==> config.mk <==
export PLATFORM = sky130hd
export DESIGN_NAME = mvu_vec_replay
export DESIGN_NICKNAME = d
export VERILOG_FILES = /design/src/rtl/mvu_vec_replay.sv
export SDC_FILE = /design/constraint.sdc
export NUM_CORES = 1
export LEC_CHECK = 0
export CAP_MARGIN = 10
export CORE_ASPECT_RATIO = 2
export CORE_MARGIN = 10
export CORE_UTILIZATION = 55
export CTS_CLUSTER_DIAMETER = 30
export DETAILED_ROUTE_END_ITERATION = 16
export DONT_BUFFER_PORTS = 1
export GPL_TIMING_DRIVEN = 0
export PLACE_DENSITY = 0.71
export SKIP_CTS_REPAIR_TIMING = 1
export SYNTH_ARGS = -nofsm -noshare
export SYNTH_HDL_FRONTEND = slang
export SYNTH_SLANG_ARGS = --single-unit
==> constraint.sdc <==
create_clock -name clk -period 3.8 [get_ports clk]
set_input_delay 0.76 -clock clk [delete_from_list [all_inputs] [get_ports clk]]
set_output_delay 0.76 -clock clk [all_outputs]
set_load 0.01 [all_outputs]
==> src/rtl/mvu_vec_replay.sv <==
// rtl/mvu_vec_replay.sv - capture one folded activation vector and replay it REP times to the MVU
//
// Purpose:
//   Sits directly upstream of the MVU compute core. Each vector of LEN words
//   is streamed straight through on its first pass and is written into a
//   local buffer at the same time. Passes 2..REP are then read back from that
//   buffer. olast marks the last word of every pass and ofin marks the last
//   word of the final pass.
//
// Ports:
//   clk    in   1  clock
//   rst    in   1  asynchronous active-high reset
//   ivld   in   1  input word valid
//   irdy   out  1  input word ready (only ever high while filling)
//   idat   in   W  input word
//   ovld   out  1  output word valid
//   ordy   in   1  output ready from the MVU
//   odat   out  W  output word
//   olast  out  1  last word of the current pass
//   ofin   out  1  last word of the final pass of the vector
module mvu_vec_replay #(
  parameter int LEN = 4,
  parameter int REP = 3,
  parameter int W   = 32
) (
  input  logic         clk,
  input  logic         rst,
  input  logic         ivld,
  output logic         irdy,
  input  logic [W-1:0] idat,
  output logic         ovld,
  input  logic         ordy,
  output logic [W-1:0] odat,
  output logic         olast,
  output logic         ofin
);

  generate
    if (LEN < 1 || REP < 1) begin : g_bad_param
      $error("mvu_vec_replay: LEN and REP must both be >= 1");
    end
  endgenerate

  localparam int PW = (LEN > 1) ? $clog2(LEN) : 1;
  localparam int RW = (REP > 1) ? $clog2(REP) : 1;

  localparam logic [PW-1:0] PTR_LAST = PW'(LEN - 1);
  localparam logic [RW-1:0] REP_LAST = RW'(REP - 1);

  typedef enum logic [0:0] {
    FILL   = 1'b0,
    REPLAY = 1'b1
  } state_t;

  state_t        state;
  state_t        state_nxt;
  logic [PW-1:0] ptr;
  logic [PW-1:0] ptr_nxt;
  logic [RW-1:0] rep;
  logic [RW-1:0] rep_nxt;

  logic [W-1:0]  mem [LEN];

  logic          adv;
  logic          load;
  logic          wr_en;
  logic          ptr_last;
  logic          rep_last;

  // The output register may take a new word whenever it is empty or the
  // MVU is taking the current one.
  assign adv      = !ovld || ordy;
  assign ptr_last = (ptr == PTR_LAST);
  assign rep_last = (rep == REP_LAST);

  // State, pointer and pass counter.
  always_ff @(posedge clk or posedge rst) begin
    if (rst) begin
      state <= FILL;
      ptr   <= '0;
      rep   <= '0;
    end else begin
      state <= state_nxt;
      ptr   <= ptr_nxt;
      rep   <= rep_nxt;
    end
  end

  always_comb begin
    state_nxt = state;
    ptr_nxt   = ptr;
    rep_nxt   = rep;
    irdy      = 1'b0;
    load      = 1'b0;
    wr_en     = 1'b0;

    case (state)
      FILL: begin
        irdy  = adv;
        load  = adv && ivld;
        wr_en = load;
      end
      REPLAY: begin
        // The buffer always holds a complete vector here, so a source word
        // exists on every cycle the output register can advance.
        load = adv;
      end
      default: begin
        state_nxt = FILL;
      end
    endcase

    if (load) begin
      if (ptr_last) begin
        ptr_nxt = '0;
        if (rep_last) begin
          rep_nxt   = '0;
          state_nxt = FILL;
        end else begin
          rep_nxt   = rep + RW'(1);
          state_nxt = REPLAY;
        end
      end else begin
        ptr_nxt = ptr + PW'(1);
      end
    end
  end

  // Vector buffer. Slot ptr is rewritten in FILL only after the final
  // replay pass has already read it, so no read/write hazard exists.
  always_ff @(posedge clk) begin
    if (wr_en) begin
      mem[ptr] <= idat;
    end
  end

  // Output register; doubles as the synchronous read register of the buffer.
  // rep is 0 throughout FILL, so ptr_last && rep_last reduces to
  // (ptr==LEN-1 && REP==1) there and gives the final-pass flag in REPLAY.
  always_ff @(posedge clk or posedge rst) begin
    if (rst) begin
      ovld  <= 1'b0;
      odat  <= '0;
      olast <= 1'b0;
      ofin  <= 1'b0;
    end else if (adv) begin
      if (load) begin
        ovld  <= 1'b1;
        odat  <= (state == FILL) ? idat : mem[ptr];
        olast <= ptr_last;
        ofin  <= ptr_last && rep_last;
      end else begin
        ovld  <= 1'b0;
      end
    end
  end

endmodule

Word-level counts from Yosys, hierarchy flattened

Memories as Yosys holds them, arrays and structs flattened. A register that Yosys moved wholly into a read port is not among the register bits.
Index checks and enable logic that the tools add are counted.

Bitwise gates (word level): 1
Add/subtract/negate cells: 2
Reduce and logical (&&, ||, !) cells: 6
Mux-type cells: 9
Equal/unequal tests: 2

Operators with widths:

| kind                  | count |
|---|---|
| $mux W1               | 6 |
| $add A2 B1 Y2 const B | 2 |
| $eq A2 B2 Y1 const B  | 2 |
| $mux W2               | 2 |
| $reduce_and A2 Y1     | 2 |
| $logic_and A1 B1 Y1   | 2 |
| $pmux W1 S2           | 1 |
| $logic_not A1 Y1      | 1 |
| $logic_or A1 B1 Y1    | 1 |
| $not A1 Y1            | 1 |

Register bits after elaboration: 8
Memories: 1
Output and inout bits: 36
Bits in writable memories: 128
Word-level logic and storage cells: 27

Memories:

| name | words | bits a word | read ports | clocked after Yosys merged registers in | write ports | line | RTL |
|---|---|---|---|---|---|---|---|
| mem  | 4     | 32          | 1          | 1                                       | 1           | 62   | `logic [W-1:0] mem [LEN];` |

Depth between registers and ports, before layout

Gate-level depths: netlist of run 1.

Depth after elaboration: 6
Gate-level depth with buffers: 5
Gate-level depth less buffers: 4

Worst setup path before layout of run 1

No wires, ideal clock.

Path kind: input to register
Start: input port ordy
End: memory mem[3][0] (enable)
Buffers on the path: 1
Required time: 3.339 ns
Cell stages on the path: 3
Data arrival time: 3.204 ns
Path slack: 0.135 ns
Cells stage by stage: nor2b_1 -> clkbuf_1 -> nor3_1

Cells in the longest elaborated chain, start to end: 5

Ends and longest elaborated chain:

| item                          | line | RTL |
|---|---|---|
| from (decl)                   | 32   | `input logic ordy,` |
| $logic_or A1 B1 Y1            | 72   | `assign adv = !ovld \|\| ordy;` |
| $logic_and A1 B1 Y1           | 100  | `load = adv && ivld;` |
| $mux W1                       | 97   | `case (state)` |
| $mux W1                       | 132  | `if (wr_en) begin` |
| $mux W1 (not written as such) | 133  | `mem[ptr] <= idat;` |
| to (decl)                     | 62   |  |

Every way passes these cells.

Worst setup path in the final report of run 1

Start: register ovld
End: memory mem[2][3] (enable)

Cells in the longest elaborated chain, start to end: 6

Ends and longest elaborated chain:

| item                          | line | RTL |
|---|---|---|
| from (decl)                   | 31   | `output logic ovld,` |
| from (signal assigned)        | 142  | `ovld <= 1'b0;` |
| from (signal assigned)        | 148  | `ovld <= 1'b1;` |
| from (signal assigned)        | 153  | `ovld <= 1'b0;` |
| $logic_not A1 Y1              | 72   |  |
| $logic_or A1 B1 Y1            | 72   |  |
| $logic_and A1 B1 Y1           | 100  |  |
| $mux W1                       | 97   |  |
| $mux W1                       | 132  |  |
| $mux W1 (not written as such) | 133  |  |

Every way passes these cells.

==> results of run 1 <==
[sequential cells by signal, indices dropped and copies added (netlist names)]
| signal | count |
|---|---|
| mem | 128 |
| odat | 32 |
| ptr | 2 |
| rep | 2 |
| ofin | 1 |
| olast | 1 |
| ovld | 1 |
| state | 1 |
[logic make-up after synthesis]
logic type | after synthesis | synth area share
DFF | 168 | 0.747
and+or+nand+nor | 50 | 0.0458
AOI/OAI and AO/OA | 38 | 0.0556
muxes | 35 | 0.119
buffers and inverters | 27 | 0.0247
adders and majority gates | 4 | 0.00772
[path summary, 6_finish.rpt]
kind | cells after the start | slack, ns | startpoint | endpoint
min in group clk | 0 | 0.43 | idat[15] | mem[0][15]
max in group asynchronous | 2 | 3.12 | rst | odat[26]
worst max-delay path | 5 | 0.77 | ovld | mem[2][3]
worst max register to register | 5 | 0.77 | ovld | mem[2][3]
worst min register to register | 1 | 0.53 | rep[0] | rep[1]
worst min-delay path | 1 | 0.19 | rst | odat[12]
[power groups by stage]
| stage | sequential, W | clock [W] | combinational, W |
|---|---|---|---|
| floorplan | 0.00247 | 0 | 0.000975 |
| detailed placement | 0.00254 | 0 | 0.00125 |
| finish | 0.00250 | 0.00175 | 0.00124 |
| global placement | 0.00254 | 0 | 0.00121 |
| global route | 0.00253 | 0.00185 | 0.00134 |
| CTS | 0.00251 | 0.00178 | 0.00126 |
[area by class of cell]
| type | instances | area share |
|---|---|---|
| Clock inverter | 15 | 0.0241 |
| Inverter | 4 | 0.00203 |
| Sequential cell | 168 | 0.656 |
| Multi-Input combinational cell | 127 | 0.201 |
| Tap cell | 145 | 0.0246 |
| Clock buffer | 17 | 0.0576 |
| Buffer | 23 | 0.0197 |
| Timing Repair Buffer | 6 | 0.0147 |
[cells in the final DEF (no fill, tap or decap), types with 4 or more instances in the layout]
cell,count
a221o_1,32
and3_1,32
buf_2,6
buf_6,4
clkbuf_1,13
clkbuf_16,17
dfrtp_1,40
edfxtp_1,128
ha_1,4
inv_6,8
mux4_1,4
mux4_2,28
[layer usage]
metal,share of wire,vias to the layer above
met5,0,-
li1,-,1395
met4,0.016,0
met3,0.058,21
met2,0.57,88
met1,0.36,1750
[per-stage QoR]
step	utilization	TNS [ns]	power [W]	instance area, um^2
3_5_place_dp	0.583	0	0.00380	6780
5_1_grt	0.635	0	0.00572	7380
4_1_cts	0.635	0	0.00555	7380
6_report	0.635	0	0.00548	7380
2_1_floorplan	-	0	0.00344	6480
3_3_place_gp	0.573	-65.07	0.00375	6660
[worst register-to-register path, stage by stage, from the launching register on]
cell,delay (ns)
dfrtp_1,0.43
nor2b_1,0.15
clkbuf_1,0.18
nor2_1,0.59
clkbuf_1,0.45
and2_2,0.84
==> results.md, run 1 <==
* Max Slew Vio Count at 0
* DP Wirelength at 9.10 mm
* CP max stage delay at 0.84 ns
* Final setup skew at 0.00881 ns
* Measured slew at the worst slew-check pin at 0.909 ns
* Initial core utilization at 0.557
* Synthesized cell area at 6480 um^2
* PwrDens at 743 nW/um^2
* Vias in the first global route at 3557
* Clk slew on worst S/H paths at 0.07 ns
* Commonest register cell after synthesis: edfxtp_1
* Max Freq at 330 MHz
* Yosys cell types at 28
* CP endpoint kind: flop
* Drt via density at 6.44
* Core area at 11600 um^2
* Async S/R FF share, synth at 0.238
* Fin crit share at 0.797
* Post-synth top cells: edfxtp_1 (128), dfrtp_1 (40), a221o_1 (32), and3_1 (32), mux4_2 (28)
* Top cells by area, synth: edfxtp_1 (59%), dfrtp_1 (15%), mux4_2 (9.7%), a221o_1 (4.9%), and3_1 (3.1%)
* Pleak at 2.66 nW
* CP max stage cell: and2_2
* CP Cell Sequence: nor2b_1 -> clkbuf_1 -> nor2_1 -> clkbuf_1 -> and2_2
* Post-route DRC at 0
* Mapped Avg Cell Area at 20.1 um^2
* Top-count cell post-synth: edfxtp_1
* Rows at 56
* Root Buffer: clkbuf_16
* Final hold slack at 0.191 ns
* Top cell type by total area after synthesis: edfxtp_1
* M1 GR Usage at 0.169
* Worst skew pair latency at 0.42 ns
* CTS tree: done
* Worst hold path type: primary input to async pin
* Crit Path Class: flop to flop
* Status: completed
* WP buf/inv at 2
* Maximum vdd drop at 0.000495 V
* Sw frac at 0.290
* DIE AREA at 16800 um^2
* Global route overflow at 0
* Logic pwr share at 0.226
* Global-route wire length before repair at 21.1 mm
* Crit path DAT at 3.07 ns
* # fillers at 824
* Max-cap violations at 0
* # diodes at 0
* Switching Power at 0.00159 W
* Routed wire per std cell at 26.9 um
* TritonRoute pass-1 iters at 6
* Synth top area share at 0.593
* Number of synthesized flops with an enable pin at 128
* DR iter-0 viols at 215
* Final Non-Filler Cells at 505
* GR Util met2 at 0.288
* Deepest clock path buffer count at 2
* CTS buffer count at 17
* Placed instance count at 473
* Slew HR at 0.394
* M3 GR Usage at 0.0583
* Reg power frac at 0.456
* RSZ-0062 raised after global routing: no
* Tot GR Track Use at 0.164
* Yosys reg bits at 168
* Final worst setup slack at 0.772 ns
* Die Y at 174 um
* Via count at 3254
* Layout cells sized above 1 at 0.236
* Clk sinks at 168
* Required time worst endpoint at 3.84 ns
* Post-route ant nets at 0
* Gpl congestion at 0.744
* Register area at 4840 um^2
* PortBufs at 0
* H-tree depth at 4
* Die Width at 96.8 um
* # setup viols final at 0
* Register area share after synthesis at 0.747
* Boundary Pins at 72
* Syn. warnings at 0
* Worst-path maximum fanout at 32
* Tmin final at 3.03 ns
* Area of the multi-input gates at 1490 um^2
* Nets at 387
* Place WS at 0.507 ns
* Total Wirelength at 13.6 mm
* Busiest grt layer: met2
* Most used cell, CP: clkbuf_1
* Syn Inst Count at 322
* Layout area overhead at 13.9%
* Initial antenna violation count at 0
* Syn nets at 362
* Startpoint Class: flop
* Internal at 0.00389 W
* Final Hold Fails at 0
* Largest net degree at the start of global routing at 33
* Clock Power Share at 0.319
* Top delay family on crit path: simple AND/OR/NAND/NOR gates
No activity file was read; power rests on OpenSTA's default activity.
==> run 2: changes to the inputs <==
==> constraint.sdc (replaced) <==
create_clock -name clk -period 2.89 [get_ports clk]
set_input_delay 0.578 -clock clk [delete_from_list [all_inputs] [get_ports clk]]
set_output_delay 0.578 -clock clk [all_outputs]
set_load 0.01 [all_outputs]
==> results.md, run 2 (same netlist as run 1, synthesis figures left out) <==
* Status: completed
* Max Freq at 372 MHz (+12%)
* Largest regs: mem: 128 flops, odat: 32 flops
* Die Width at 96.8 um (unchanged)
* Final Hold Fails at 0 (unchanged)
* CTS tree: done
* Crit path DAT at 2.81 ns (-0.26 ns)
* Gpl congestion at 0.743 (about the same)
* Max Slew Vio Count at 0 (unchanged)
* # diodes at 0 (unchanged)
* Vias in the first global route at 3575 (+0.51%)
* Clk sinks at 168 (unchanged)
* # setup viols final at 0 (unchanged)
* Pleak at 2.67 nW (+0.37%)
* Worst-path maximum fanout at 22 (-31%)
* Root Buffer: clkbuf_16
* Measured slew at the worst slew-check pin at 0.813 ns (-0.0957 ns)
* Routed wire per std cell at 26.9 um (+0.20%)
* DP Wirelength at 9.01 mm (-0.99%)
* Die Y at 174 um (unchanged)
* Global-route wire length before repair at 21.3 mm (+0.95%)
* Initial core utilization at 0.557 (unchanged)
* RSZ-0062 raised after global routing: no
* CTS buffer count at 17 (unchanged)
* Clk slew on worst S/H paths at 0.07 ns (about the same)
* Final worst setup slack at 0.198 ns (-0.574 ns)
* Tot GR Track Use at 0.166 (+0.00201)
* Biggest register: mem
* Via count at 3233 (-0.65%)
* Required time worst endpoint at 3.01 ns (-0.83 ns)
* Layout area overhead at 14.4%
* Deepest clock path buffer count at 2 (unchanged)
* Boundary Pins at 72 (unchanged)
* DP Area at 6800 um^2 (+0.35%)
* PwrDens at 970 nW/um^2 (+31%)
* CP endpoint kind: flop
* Rows at 56 (unchanged)
* Total Wirelength at 13.6 mm (+0.40%)
* Drt via density at 6.39 (-0.84%)
* Max-cap violations at 0 (unchanged)
* Max FFs per register at 128 (unchanged)
* Post-route DRC at 0 (unchanged)
* TritonRoute pass-1 iters at 4 (-2)
* Final setup skew at 0.0148 ns (+0.00604 ns)
* Tmin final at 2.69 ns (-0.336 ns)
* Place WS at -0.0527 ns (-0.560 ns)
* Largest net degree at the start of global routing at 30 (-9.1%)
* Maximum vdd drop at 0.000594 V (+20%)
* DIE AREA at 16800 um^2 (unchanged)
* Commonest non-fill, non-tap cells in the layout: edfxtp_1 (128), dfrtp_1 (40), and3_1 (32), a221o_1 (32), mux4_2 (28)
* Fin crit share at 0.931 (+0.135)
* Global route overflow at 0 (unchanged)
* Slew HR at 0.456 (+0.0621)
* Core area at 11600 um^2 (unchanged)
* Setup TNS at 0 ns (unchanged)
* DR iter-0 viols at 214 (-0.47%)
* Post-route ant nets at 0 (unchanged)
* PortBufs at 0 (unchanged)
* Most common cell after layout, fill and taps aside: edfxtp_1
* H-tree depth at 4 (unchanged)
* Worst skew pair latency at 0.43 ns (about the same)
* Nets at 388 (+0.26%)
* Initial antenna violation count at 0 (unchanged)
* Post-layout util at 0.637 (+0.00247)
* Worst hold path type: primary input to flop
* Crit Path Class: flop to flop
* Layout cells sized above 1 at 0.235 (-0.000654)
* Startpoint Class: flop
* Final Cell Area at 7410 um^2 (+0.39%)
## run 2: final timing paths
path / start / end / slack [ns] / depth (start not counted)
max: ovld / mem[2][17] / 0.20 / 6
max reg2reg: ovld / mem[2][17] / 0.20 / 6
min in group asynchronous: rst / odat[7] / 0.56 / 2
max in group asynchronous: rst / odat[19] / 1.84 / 3
min: idat[3] / mem[2][3] / 0.24 / 0
min reg2reg: rep[0] / rep[1] / 0.52 / 1
## run 2: power by group
part,switching (W),total (W),internal (W)
registers,0.000338,0.00328,0.00294
clock network,0.000964,0.00226,0.00130
logic,0.000769,0.00164,0.000874
## run 2: cell type report
class / instances / area (um^2)
Timing Repair Buffer: 7 / 136
Sequential cell: 168 / 4840
Fill cell: 813 / 4220
Clock buffer: 18 / 429
Tap cell: 145 / 181
Inverter: 4 / 15.0
Clock inverter: 14 / 165
Buffer: 23 / 145
Multi-Input combinational cell: 127 / 1500
## run 2: worst max-delay path: stages (launching register included)
cell and delay (ns):
dfrtp_1 0.43, nor2b_1 0.15, clkbuf_1 0.21, nor2_2 0.39
clkbuf_1 0.48, and2_2 0.47, buf_12 0.25
## run 2: through the flow
step	power (W)	hold slack (ns)	instances
6_report	0.00719	0.243	506
3_5_place_dp	0.00499	0.438	473
3_3_place_gp	0.00492	0.480	467
5_1_grt	0.00753	0.221	506
2_1_floorplan	0.00453	0.472	322
4_1_cts	0.00726	-0.0200	505
## run 2: metal layers
| metal | track usage | vias up | share of wire |
|---|---|---|---|
| li1 | - | 1389 | - |
| met1 | 0.176 | 1708 | 0.35 |
| met2 | 0.293 | 119 | 0.56 |
| met3 | 0.0627 | 17 | 0.072 |
| met4 | 0.0550 | 0 | 0.015 |
| met5 | 0 | - | 0 |
==> run 3: changes to the inputs <==
--- a/config.mk
+++ b/config.mk
@@ -13,7 +13,7 @@
 export DETAILED_ROUTE_END_ITERATION = 16
 export DONT_BUFFER_PORTS = 1
 export GPL_TIMING_DRIVEN = 0
-export PLACE_DENSITY = 0.71
+export PLACE_DENSITY = 0.67
 export SKIP_CTS_REPAIR_TIMING = 1
 export SYNTH_ARGS = -nofsm -noshare
 export SYNTH_HDL_FRONTEND = slang
==> results.md, run 3 (same netlist as run 1, synthesis figures left out) <==
* Setup TNS at 0 ns (unchanged)
* Final Hold Fails at 11 (+11)
* Layout cells sized above 1 at 0.228 (-0.00768)
* Final setup skew at 0.00783 ns (-0.00701 ns)
* H-tree depth at 4 (unchanged)
* Nets at 387 (-0.26%)
* Largest net degree at the start of global routing at 30 (unchanged)
* Maximum vdd drop at 0.000709 V (+19%)
* Total Wirelength at 13.5 mm (-1.3%)
* Most common cell after layout, fill and taps aside: edfxtp_1
* PortBufs at 0 (unchanged)
* DIE AREA at 16800 um^2 (unchanged)
* Boundary Pins at 72 (unchanged)
* Required time worst endpoint at 3.00 ns (about the same)
* Pleak at 2.66 nW (-0.20%)
* Global route overflow at 0 (unchanged)
* # diodes at 0 (unchanged)
* Gpl congestion at 0.721 (-3.0%)
* Deepest clock path buffer count at 2 (unchanged)
* Clk slew on worst S/H paths at 0.06 ns (about the same)
* Status: complete, but fails checks
* Max Slew Vio Count at 0 (unchanged)
* Die Width at 96.8 um (unchanged)
* Layout area overhead at 14.3% (about the same)
* Root Buffer: clkbuf_16
* Post-route ant nets at 0 (unchanged)
* Commonest non-fill, non-tap cells in the layout: edfxtp_1 (128), dfrtp_1 (40), and3_1 (32), a221o_1 (32), mux4_2 (28)
* CTS buffer count at 17 (unchanged)
* TritonRoute pass-1 iters at 4 (unchanged)
* Final Cell Area at 7410 um^2 (about the same)
* Failing checks: hold timing
* Clk sinks at 168 (unchanged)
* Die Y at 174 um (unchanged)
* Startpoint Class: flop
* PwrDens at 957 nW/um^2 (-1.3%)
* RSZ-0062 raised after global routing: no
* # setup viols final at 0 (unchanged)
* Worst hold path type: primary input to async pin
* CP endpoint kind: flop
* Fin crit share at 0.923 (-0.00838)
* DR iter-0 viols at 196 (-8.4%)
* Tmin final at 2.67 ns (-0.0242 ns)
* # fillers at 842 (+3.6%)
* Max FFs per register at 128 (unchanged)
* CTS tree: done
* Rows at 56 (unchanged)
* Biggest register: mem
* Tot GR Track Use at 0.164 (-0.00201)
* Final hold slack at -0.00881 ns (-0.252 ns)
* Via count at 3217 (-0.49%)
* Slew HR at 0.539 (+0.0828)
* Initial antenna violation count at 0 (unchanged)
* Largest regs: mem: 128 flops, odat: 32 flops
* Drt via density at 6.37 (-0.30%)
* Measured slew at the worst slew-check pin at 0.691 ns (-0.122 ns)
* Worst-path maximum fanout at 20 (-9.1%)
* DP Wirelength at 9.13 mm (+1.4%)
* Crit path DAT at 2.78 ns (-0.03 ns)
* Final Non-Filler Cells at 505 (-0.20%)
* Worst skew pair latency at 0.41 ns (-0.02 ns)
* Routed wire per std cell at 26.6 um (-1.1%)
* Vias in the first global route at 3620 (+1.3%)
* Post-route DRC at 0 (unchanged)
* Core area at 11600 um^2 (unchanged)
* Placed instance count at 473 (unchanged)
* Max-cap violations at 0 (unchanged)
* Crit Path Class: flop to flop
* Max Freq at 375 MHz (+0.91%)
* DP Area at 6820 um^2 (+0.24%)
* Initial core utilization at 0.557 (unchanged)
* Global-route wire length before repair at 21.3 mm (-0.16%)
run 3: cell types whose count changed in the layout (fill, tap and decap cells not counted), moves of 2 or more:
cell	delta
inv_6	-4
clkbuf_8	+6
clkbuf_1	+3
inv_8	-2
clkinv_4	-2
run 3: worst max-delay path, cell delays in order (launching register included):
cell	delay, ns
dfrtp_1	0.43
nor2b_1	0.15
clkbuf_1	0.20
nor2_2	0.39
clkbuf_1	0.44
and2_2	0.52
buf_16	0.23
run 3: through the flow:
step / hold slack [ns] / total power [W] / utilization / setup slack [ns]
6_report: -0.00881 / 0.00709 / 0.637 / 0.223
5_1_grt: 0.00590 / 0.00743 / 0.637 / 0.0626
4_1_cts: -0.0102 / 0.00718 / 0.637 / -0.0294
3_5_place_dp: 0.428 / 0.00500 / 0.586 / -0.0316
3_3_place_gp: 0.481 / 0.00494 / 0.573 / -0.828
2_1_floorplan: 0.472 / 0.00453 / - / 0.289
run 3: path summary, 6_finish.rpt:
path	from	end	slack, ns	cells after the start
setup / recovery	ovld	mem[2][19]	0.22	6
hold / removal	rst	odat[17]	-0.009	1
setup reg to reg	ovld	mem[2][19]	0.22	6
hold reg to reg	rep[0]	rep[1]	0.52	1
max in group asynchronous	rst	rep[1]	2.43	2
min in group clk	idat[17]	mem[0][17]	0.26	0
run 3: area by class of cell:
cell class / instances / area (um^2) / area share
Tap cell: 145 / 181 / 0.0245
Inverter: 4 / 15.0 / 0.00203
Buffer: 23 / 145 / 0.0196
Clock buffer: 27 / 523 / 0.0706
Sequential cell: 168 / 4840 / 0.654
Clock inverter: 5 / 60.1 / 0.00811
Timing Repair Buffer: 6 / 143 / 0.0193
Multi-Input combinational cell: 127 / 1490 / 0.202
run 3: layer usage:
| metal | global-route usage | part of all wire |
|---|---|---|
| met1 | 0.178 | 0.35 |
| met2 | 0.286 | 0.56 |
| met3 | 0.0575 | 0.072 |
| met4 | 0.0606 | 0.019 |
| met5 | 0 | 0 |
run 3: where the power goes:
part	switching [W]	total, W	internal (W)
combinational	0.000764	0.00164	0.000873
sequential	0.000334	0.00328	0.00294
clock	0.000845	0.00217	0.00133
total	0.00194	0.00709	0.00515
